--- src/rtl/core_pkg.sv ---
// rtl/core_pkg.sv - core-wide widths shared by the pipeline stages
package core_pkg;

  localparam int XLEN       = 32;
  localparam int REG_ADDR_W = 5;
  localparam int ALU_OP_W   = 4;

endpackage

--- src/rtl/id2exe_pkg.sv ---
// rtl/id2exe_pkg.sv - ID->EXE payload and pipeline-register state types
package id2exe_pkg;
  import core_pkg::*;

  typedef struct packed {
    logic [XLEN-1:0]       pc;
    logic [XLEN-1:0]       rs1_data;
    logic [XLEN-1:0]       rs2_data;
    logic [XLEN-1:0]       imm;
    logic [REG_ADDR_W-1:0] rd;
    logic [ALU_OP_W-1:0]   alu_op;
    logic                  rd_we;
  } id2exe_t;

  typedef enum logic [1:0] {
    EMPTY = 2'd0,
    FULL  = 2'd1,
    SKID  = 2'd2
  } id2exe_state_e;

endpackage

--- src/rtl/sat_counter.sv ---
// rtl/sat_counter.sv - saturating up-counter with enable and synchronous reset
module sat_counter #(
  parameter int WIDTH = 32
) (
  input  logic             clk,
  input  logic             rst,
  input  logic             inc_en,
  output logic [WIDTH-1:0] count
);

  // Count enabled cycles, holding at all-ones instead of wrapping
  always_ff @(posedge clk) begin
    if (rst) begin
      count <= '0;
    end else if (inc_en && (count != '1)) begin
      count <= count + WIDTH'(1);
    end
  end

endmodule

--- src/rtl/id2exe_pipe.sv ---
// rtl/id2exe_pipe.sv - ID->EXE pipeline register with flush and stall counter; ID2EXE_SKID_EN selects the skid-buffer build
module id2exe_pipe
  import id2exe_pkg::*;
#(
  parameter int PERF_CNT_WIDTH = 32
) (
  input  logic                      clk,
  input  logic                      rst,
  input  logic                      id_valid_i,
  output logic                      id_ready_o,
  input  id2exe_t                   id_payload_i,
  output logic                      exe_valid_o,
  input  logic                      exe_ready_i,
  output id2exe_t                   exe_payload_o,
  input  logic                      flush_i,
  output logic [PERF_CNT_WIDTH-1:0] stall_cnt_o
);

  id2exe_state_e state;
  id2exe_t       main_q;
  logic          in_xfer;
  logic          out_xfer;

  assign exe_valid_o   = (state != EMPTY);
  assign exe_payload_o = main_q;
  assign in_xfer       = id_valid_i & id_ready_o;
  assign out_xfer      = exe_valid_o & exe_ready_i;

`ifdef ID2EXE_SKID_EN
  id2exe_t skid_q;
  logic    ready_q;

  assign id_ready_o = ready_q;

  // Handshake FSM: main register feeds EXE, skid absorbs the one input taken while EXE stalls
  always_ff @(posedge clk) begin
    if (rst) begin
      state   <= EMPTY;
      main_q  <= '0;
      ready_q <= 1'b1;
    end else if (flush_i) begin
      state   <= EMPTY;
      ready_q <= 1'b1;
    end else begin
      case (state)
        EMPTY: begin
          if (in_xfer) begin
            main_q <= id_payload_i;
            state  <= FULL;
          end
        end
        FULL: begin
          if (in_xfer && out_xfer) begin
            main_q <= id_payload_i;
          end else if (in_xfer) begin
            state   <= SKID;
            ready_q <= 1'b0;
          end else if (out_xfer) begin
            state <= EMPTY;
          end
        end
        SKID: begin
          if (out_xfer) begin
            main_q  <= skid_q;
            state   <= FULL;
            ready_q <= 1'b1;
          end
        end
        default: begin
          state   <= EMPTY;
          ready_q <= 1'b1;
        end
      endcase
    end
  end

  // Skid capture; only consumed after a FULL->SKID move, so unconditional loading in FULL is harmless
  always_ff @(posedge clk) begin
    if (state == FULL && in_xfer) begin
      skid_q <= id_payload_i;
    end
  end
`else
  assign id_ready_o = ~exe_valid_o | exe_ready_i;

  // Single-register pipe: a new input replaces main whenever EXE drains it or it is empty
  always_ff @(posedge clk) begin
    if (rst) begin
      state  <= EMPTY;
      main_q <= '0;
    end else if (flush_i) begin
      state <= EMPTY;
    end else if (in_xfer) begin
      main_q <= id_payload_i;
      state  <= FULL;
    end else if (out_xfer) begin
      state <= EMPTY;
    end
  end
`endif

  sat_counter #(
    .WIDTH(PERF_CNT_WIDTH)
  ) u_stall_cnt (
    .clk   (clk),
    .rst   (rst),
    .inc_en(exe_valid_o & ~exe_ready_i),
    .count (stall_cnt_o)
  );

endmodule

--- config.mk ---
export PLATFORM = sky130hd
export DESIGN_NAME = id2exe_pipe
export DESIGN_NICKNAME = d
export VERILOG_FILES = /design/src/rtl/core_pkg.sv /design/src/rtl/id2exe_pkg.sv /design/src/rtl/sat_counter.sv /design/src/rtl/id2exe_pipe.sv
export SDC_FILE = /design/constraint.sdc
export NUM_CORES = 1
export LEC_CHECK = 0
export CAP_MARGIN = 10
export CORE_MARGIN = 2
export CORE_UTILIZATION = 44
export CTS_BUF_LIST = sky130_fd_sc_hd__clkbuf_16
export CTS_CLUSTER_DIAMETER = 200
export DETAILED_ROUTE_END_ITERATION = 8
export GPL_TIMING_DRIVEN = 0
export PLACE_DENSITY = 0.92
export RECOVER_POWER = 25
export SETUP_SLACK_MARGIN = 0.1
export SLEW_MARGIN = 20
export SYNTH_ARGS = -nofsm -noshare
export SYNTH_HDL_FRONTEND = slang
export SYNTH_SLANG_ARGS = --single-unit
--- constraint.sdc ---
create_clock -name clk -period 5.9 [get_ports clk]
set_clock_uncertainty 0.2 [all_clocks]
set_input_delay 1.18 -clock clk [delete_from_list [all_inputs] [get_ports clk]]
set_output_delay 1.18 -clock clk [all_outputs]
set_load 0.1 [all_outputs]
==> results.sh, run 1 <==
export IMPL_hold_viol=0
export IMPL_clock_sinks=171
export IMPL_ys_ff_latch=171
export IMPL_ys_top_cells_by_area="dfxtp_1 (53%), nand2_1 (17%), a21oi_1 (12%)"
export IMPL_grt_pass1_vias=6979
export IMPL_ctsRootBufferMaster="clkbuf_16"
export IMPL_cp_startpoint="exe_ready_i"
export IMPL_synth_edf_count=0
export IMPL_place_gp_congestion=0.9163
export IMPL_cts_resized_gates=0
export IMPL_timing_fmax_ghz=0.2210
export IMPL_max_slew_margin_pct=27.42
export IMPL_power_leakage_nw=3.678
export IMPL_tns_ns=0
export IMPL_setup_violations=0
export IMPL_synth_top_family_by_area="simple AND/OR/NAND/NOR gates"
export IMPL_synthAdderAreaFrac_pct=0.1951
export IMPL_critical_path_class="primary input to primary output"
export IMPL_status="completed"
export IMPL_ctsHoldBuffers=0
export IMPL_firstDrtPassIters=5
export IMPL_grt_overflow_total=0
export IMPL_syn_num_nets=954
export IMPL_core_mm2=0.01437
export IMPL_placed_area_mm2=0.009787
export IMPL_layout_setup_ws_ns=1.375
export IMPL_grt_util_all_layers_pct=28.50
export IMPL_pre_cts_ws_ns=1.474
export IMPL_cts_buffers=17
export IMPL_syn_area_per_cell_um2=7.918
export IMPL_synth_compound_area_share_pct=14.48
export IMPL_cts_tree="done"
export IMPL_area_growth_pct=61.32
export IMPL_final_cell_mix="nand2_1 (284), clkdlybuf4s50_1 (283), dfxtp_1 (171), a21oi_1 (151), clkbuf_1 (48)"
export IMPL_cts_buffer_depth=2
export IMPL_yosysWarnings=0
export IMPL_hold_start="exe_payload_o[130]"
export IMPL_ant_nets=0
export IMPL_dieHeight_um=124.7
export IMPL_boundaryPins=315
export IMPL_final_cell_area_mm2=0.01035
export IMPL_yosysSeqAreaShare_pct=53.37
export IMPL_drc=0
export IMPL_ir_drop_mv=0.1842
export IMPL_rrSetupSlack_ns=3.08
export IMPL_hpwl_mm=16.64
export IMPL_period_needed_ns=4.525
export IMPL_min_path_type="flip-flop to flip-flop"
export IMPL_drv_cap=0
export IMPL_die_w_um=124.7
export IMPL_numPortBuffers=314
export IMPL_clkTransAtPathRegs_ns=0.06
export IMPL_arrival_ns=3.15
export IMPL_vias=7069
export IMPL_viasPerCell=5.275
export IMPL_p_per_area_mw_per_mm2=282.5
export IMPL_async_reset_ff_share_pct=0
export IMPL_yosys_area_share_simple_pct=25.32
export IMPL_synth_cell_types=40
export IMPL_synthMuxAreaShare_pct=0.8584
export IMPL_required_ns=4.52
export IMPL_rsz0062_at_grt="false"
export IMPL_grt_max_degree=17
export IMPL_synth_top_flop_cell="dfxtp_1"
export IMPL_synth_top_area_share_pct=53.37
export IMPL_rows=44
export IMPL_layout_commonest_cell="nand2_1"
export IMPL_clk_latency_ns=0.42
export IMPL_slew_viol_final=0
export IMPL_synthesis_instances=810
export IMPL_drt_total_wl_mm=22.77
export IMPL_cts_htree_levels=4
export IMPL_grt_pass1_wl_mm=35.27
export IMPL_grt_antenna_before_repair=0
export IMPL_num_antenna_cells=0
export IMPL_synth_area_mm2=0.006414
export IMPL_wl_per_cell_um=16.99
export IMPL_worst_pin_slew_ns=1.085
export IMPL_r2r_start="u_stall_cnt.count[26]"
export IMPL_worstPathMaxFanout=4
export IMPL_dieArea_mm2=0.01556
export IMPL_yosys_area_top_type="dfxtp_1"
export IMPL_finalNetCount=1287
export IMPL_cp_end_kind="primary output"
export IMPL_initial_core_util_pct=44.64
export IMPL_drive_gt1_share_pct=3.287
export IMPL_fin_util_pct=72.00
export IMPL_synth_xor_area_share_pct=2.048
export IMPL_drtIter0Drc=527
export IMPL_fin_crit_sh_pct=76.70
export IMPL_cts_setup_buffers=0
export IMPL_critPathLaunchType="primary input"
logic make-up (layout without fill, tap and decap cells):
kind of cell	count (synthesis)	in the layout
AO/OA/AOI/OAI	173	173
XOR/XNOR	15	15
adder cells (fa/ha/maj)	1	1
buffers and inverters	63	409
flip-flops	171	171
multiplexers	5	5
AND/OR/NAND/NOR	382	382
sequential cells by signal, summed over array words and instances, names as in the netlist:
register	flops
exe_payload_o	138
u_stall_cnt.count	32
state	1
metrics by stage:
stage          total power [mW]  instances  hold WS (ns)
2_1_floorplan             1.656        810        0.6875
3_3_place_gp              1.870       1308        0.2405
3_5_place_dp              1.879       1308        0.2457
4_1_cts                   2.937       1340        0.2545
5_1_grt                   3.021       1340        0.2726
6_report                  2.923       1340        0.2493
critical path, stage by stage:
cell,delay (ns)
dlygate4sd3_1,0.56
nor2b_1,0.25
inv_1,0.16
clkdlybuf4s50_1,0.99
Yosys cell counts, drive strengths merged, types with 5 or more instances:
cell type / n
nand3: 10
or4: 7
buf: 5
a21oi: 151
clkbuf: 48
nor4: 12
dfxtp: 171
xor2: 6
xnor2: 9
inv: 10
nand4: 15
nor2: 28
nor3: 5
nand2: 284
per-layer routing:
layer	share of wire (%)	up-vias	global-route usage, %
li1	-	3376	-
met1	37	3274	30.31
met2	49	345	49.66
met3	9.4	74	10.48
met4	4.4	0	14.08
met5	0	-	0
report_power, final:
group | internal [mW] | switching (mW) | total (mW)
Sequential | 1.20 | 0.0232 | 1.22
Clock | 0.616 | 0.454 | 1.07
Combinational | 0.183 | 0.448 | 0.631
Total | 2.00 | 0.926 | 2.92
worst paths after layout:
check                               end  depth (start not counted)
setup / recovery             id_ready_o                          4
setup reg to reg  u_stall_cnt.count[30]                          6
hold reg to reg      exe_payload_o[130]                          2
hold / removal       exe_payload_o[130]                          2
cell type report:
class	count	area [µm²]
repair buffers	314	3143
inverters	10	37.54
flip-flops and latches	171	3423
plain buffers	53	201.4
fillers	1060	4023
well taps	184	230.2
clock buffers	17	425.4
clock inverters	15	133.9
multi-input cells	576	2751
No activity file was read; power rests on OpenSTA's default activity.
==> inputs of run 2 (changes only) <==
CORE_UTILIZATION = 37   (was 44)
PLACE_DENSITY = 0.83   (was 0.92)
clock period = 3.6 ns   (was 5.9 ns; I/O delays follow)
==> results.sh, run 2 (same netlist as run 1, synthesis figures left out) <==
export IMPL_status="completed"
export IMPL_cts_buffers=17
export IMPL_core_mm2=0.01712
export IMPL_grt_max_degree=17
export IMPL_worst_pin_slew_ns=1.046
export IMPL_finalNetCount=1287
export IMPL_drt_total_wl_mm=21.54
export IMPL_grt_antenna_before_repair=0
export IMPL_firstDrtPassIters=5
export IMPL_max_slew_margin_pct=30.07
export IMPL_place_gp_congestion=0.8867
export IMPL_drv_cap=0
export IMPL_min_path_type="flip-flop to flip-flop"
export IMPL_drtIter0Drc=352
export IMPL_timing_fmax_ghz=0.3194
export IMPL_clk_latency_ns=0.42
export IMPL_area_growth_pct=62.02
export IMPL_ant_nets=0
export IMPL_cts_htree_levels=4
export IMPL_power_leakage_nw=3.693
export IMPL_rows=48
export IMPL_required_ns=2.68
export IMPL_crit_path_cell_trace="dlygate4sd3_1 -> nor2b_1 -> inv_1 -> dlymetal6s2s_1"
export IMPL_ir_drop_mv=0.3081
export IMPL_arrival_ns=2.21
export IMPL_cts_buffer_depth=2
export IMPL_largest_reg_flops=138
export IMPL_boundaryPins=315
export IMPL_worstPathMaxFanout=4
export IMPL_grt_util_all_layers_pct=22.56
export IMPL_fin_util_pct=60.71
export IMPL_dieArea_mm2=0.01840
export IMPL_numPortBuffers=314
export IMPL_grt_overflow_total=0
export IMPL_hpwl_mm=16.16
export IMPL_cp_end_kind="primary output"
export IMPL_p_per_area_mw_per_mm2=457.0
export IMPL_finalPower_mw=4.748
export IMPL_die_w_um=135.7
export IMPL_fin_hold_ws_ns=0.2497
export IMPL_cts_setup_buffers=0
export IMPL_critPathLaunchType="primary input"
export IMPL_grt_pass1_vias=6429
export IMPL_wl_per_cell_um=15.59
export IMPL_clock_sinks=171
export IMPL_tns_ns=0
export IMPL_layout_commonest_cell="nand2_1"
export IMPL_dieHeight_um=135.7
export IMPL_crit_path_max_incr_delay_ns=0.76
export IMPL_slew_viol_final=0
export IMPL_ctsRootBufferMaster="clkbuf_16"
export IMPL_viasPerCell=4.946
export IMPL_initial_core_util_pct=37.47
export IMPL_num_antenna_cells=0
export IMPL_critical_path_class="primary input to primary output"
export IMPL_final_cell_mix="nand2_1 (284), clkdlybuf4s50_1 (271), dfxtp_1 (171), a21oi_1 (151), clkbuf_1 (49)"
export IMPL_hold_viol=0
export IMPL_drc=0
export IMPL_period_needed_ns=3.131
export IMPL_fin_crit_sh_pct=86.97
export IMPL_grt_pass1_wl_mm=32.49
export IMPL_setup_violations=0
export IMPL_rsz0062_at_grt="false"
export IMPL_vias=6830
export IMPL_crit_path_top_delay_cell="dlymetal6s2s_1"
export IMPL_cts_tree="done"
export IMPL_clkTransAtPathRegs_ns=0.07
export IMPL_drive_gt1_share_pct=3.633
==> run 2: layer usage <==
layer	wire length (µm)	vias up	GRT usage, %
li1	-	3369	-
met1	8307	3134	25.23
met3	2173	35	9.540
met2	10510	292	38.64
met5	0	-	0
met4	539	0	7.639
==> run 2: final cells by class <==
cell class | instances | area (µm²)
multi-input cells | 576 | 2751
fillers | 1553 | 6725
plain buffers | 53 | 201.4
inverters | 10 | 37.54
well taps | 225 | 281.5
repair buffers | 314 | 3146
flip-flops and latches | 171 | 3423
clock buffers | 17 | 425.4
clock inverters | 15 | 125.1
==> run 2: final timing paths <==
kind | cells past startpoint | from | slack, ns | to
max | 4 | exe_ready_i | 0.47 | id_ready_o
min | 2 | exe_payload_o[16] | 0.25 | exe_payload_o[16]
max reg2reg | 5 | u_stall_cnt.count[26] | 0.76 | u_stall_cnt.count[3]
min reg2reg | 2 | exe_payload_o[16] | 0.25 | exe_payload_o[16]
==> run 2: stage by stage <==
stage / instances / worst slack, ns / cell area [µm²]
after floorplan: 810 / 0.4580 / 6414
after global placement: 1349 / 0.1221 / 9838
after detailed placement: 1349 / 0.04329 / 9838
after CTS: 1381 / 0.1457 / 10390
after global routing: 1381 / 0.2733 / 10390
final: 1381 / 0.4692 / 10390
==> run 2: worst max-delay path, delay by kind of cell <==
family                 cells  cell delay, ns
AND/OR/NAND/NOR            1            0.07
buffers and inverters      3            1.42
==> run 2: what timing repair did <==
action,in CTS,in global routing
endpoints found under the setup margin,0,1
hold buffers,0,0
resized for setup,0,1
==> run 2: power by group <==
group          switching [mW]  internal (mW)  total, mW
registers              0.0367           1.96       2.00
clock network           0.773          0.950       1.72
logic                   0.727          0.297       1.02
total                    1.54           3.21       4.75
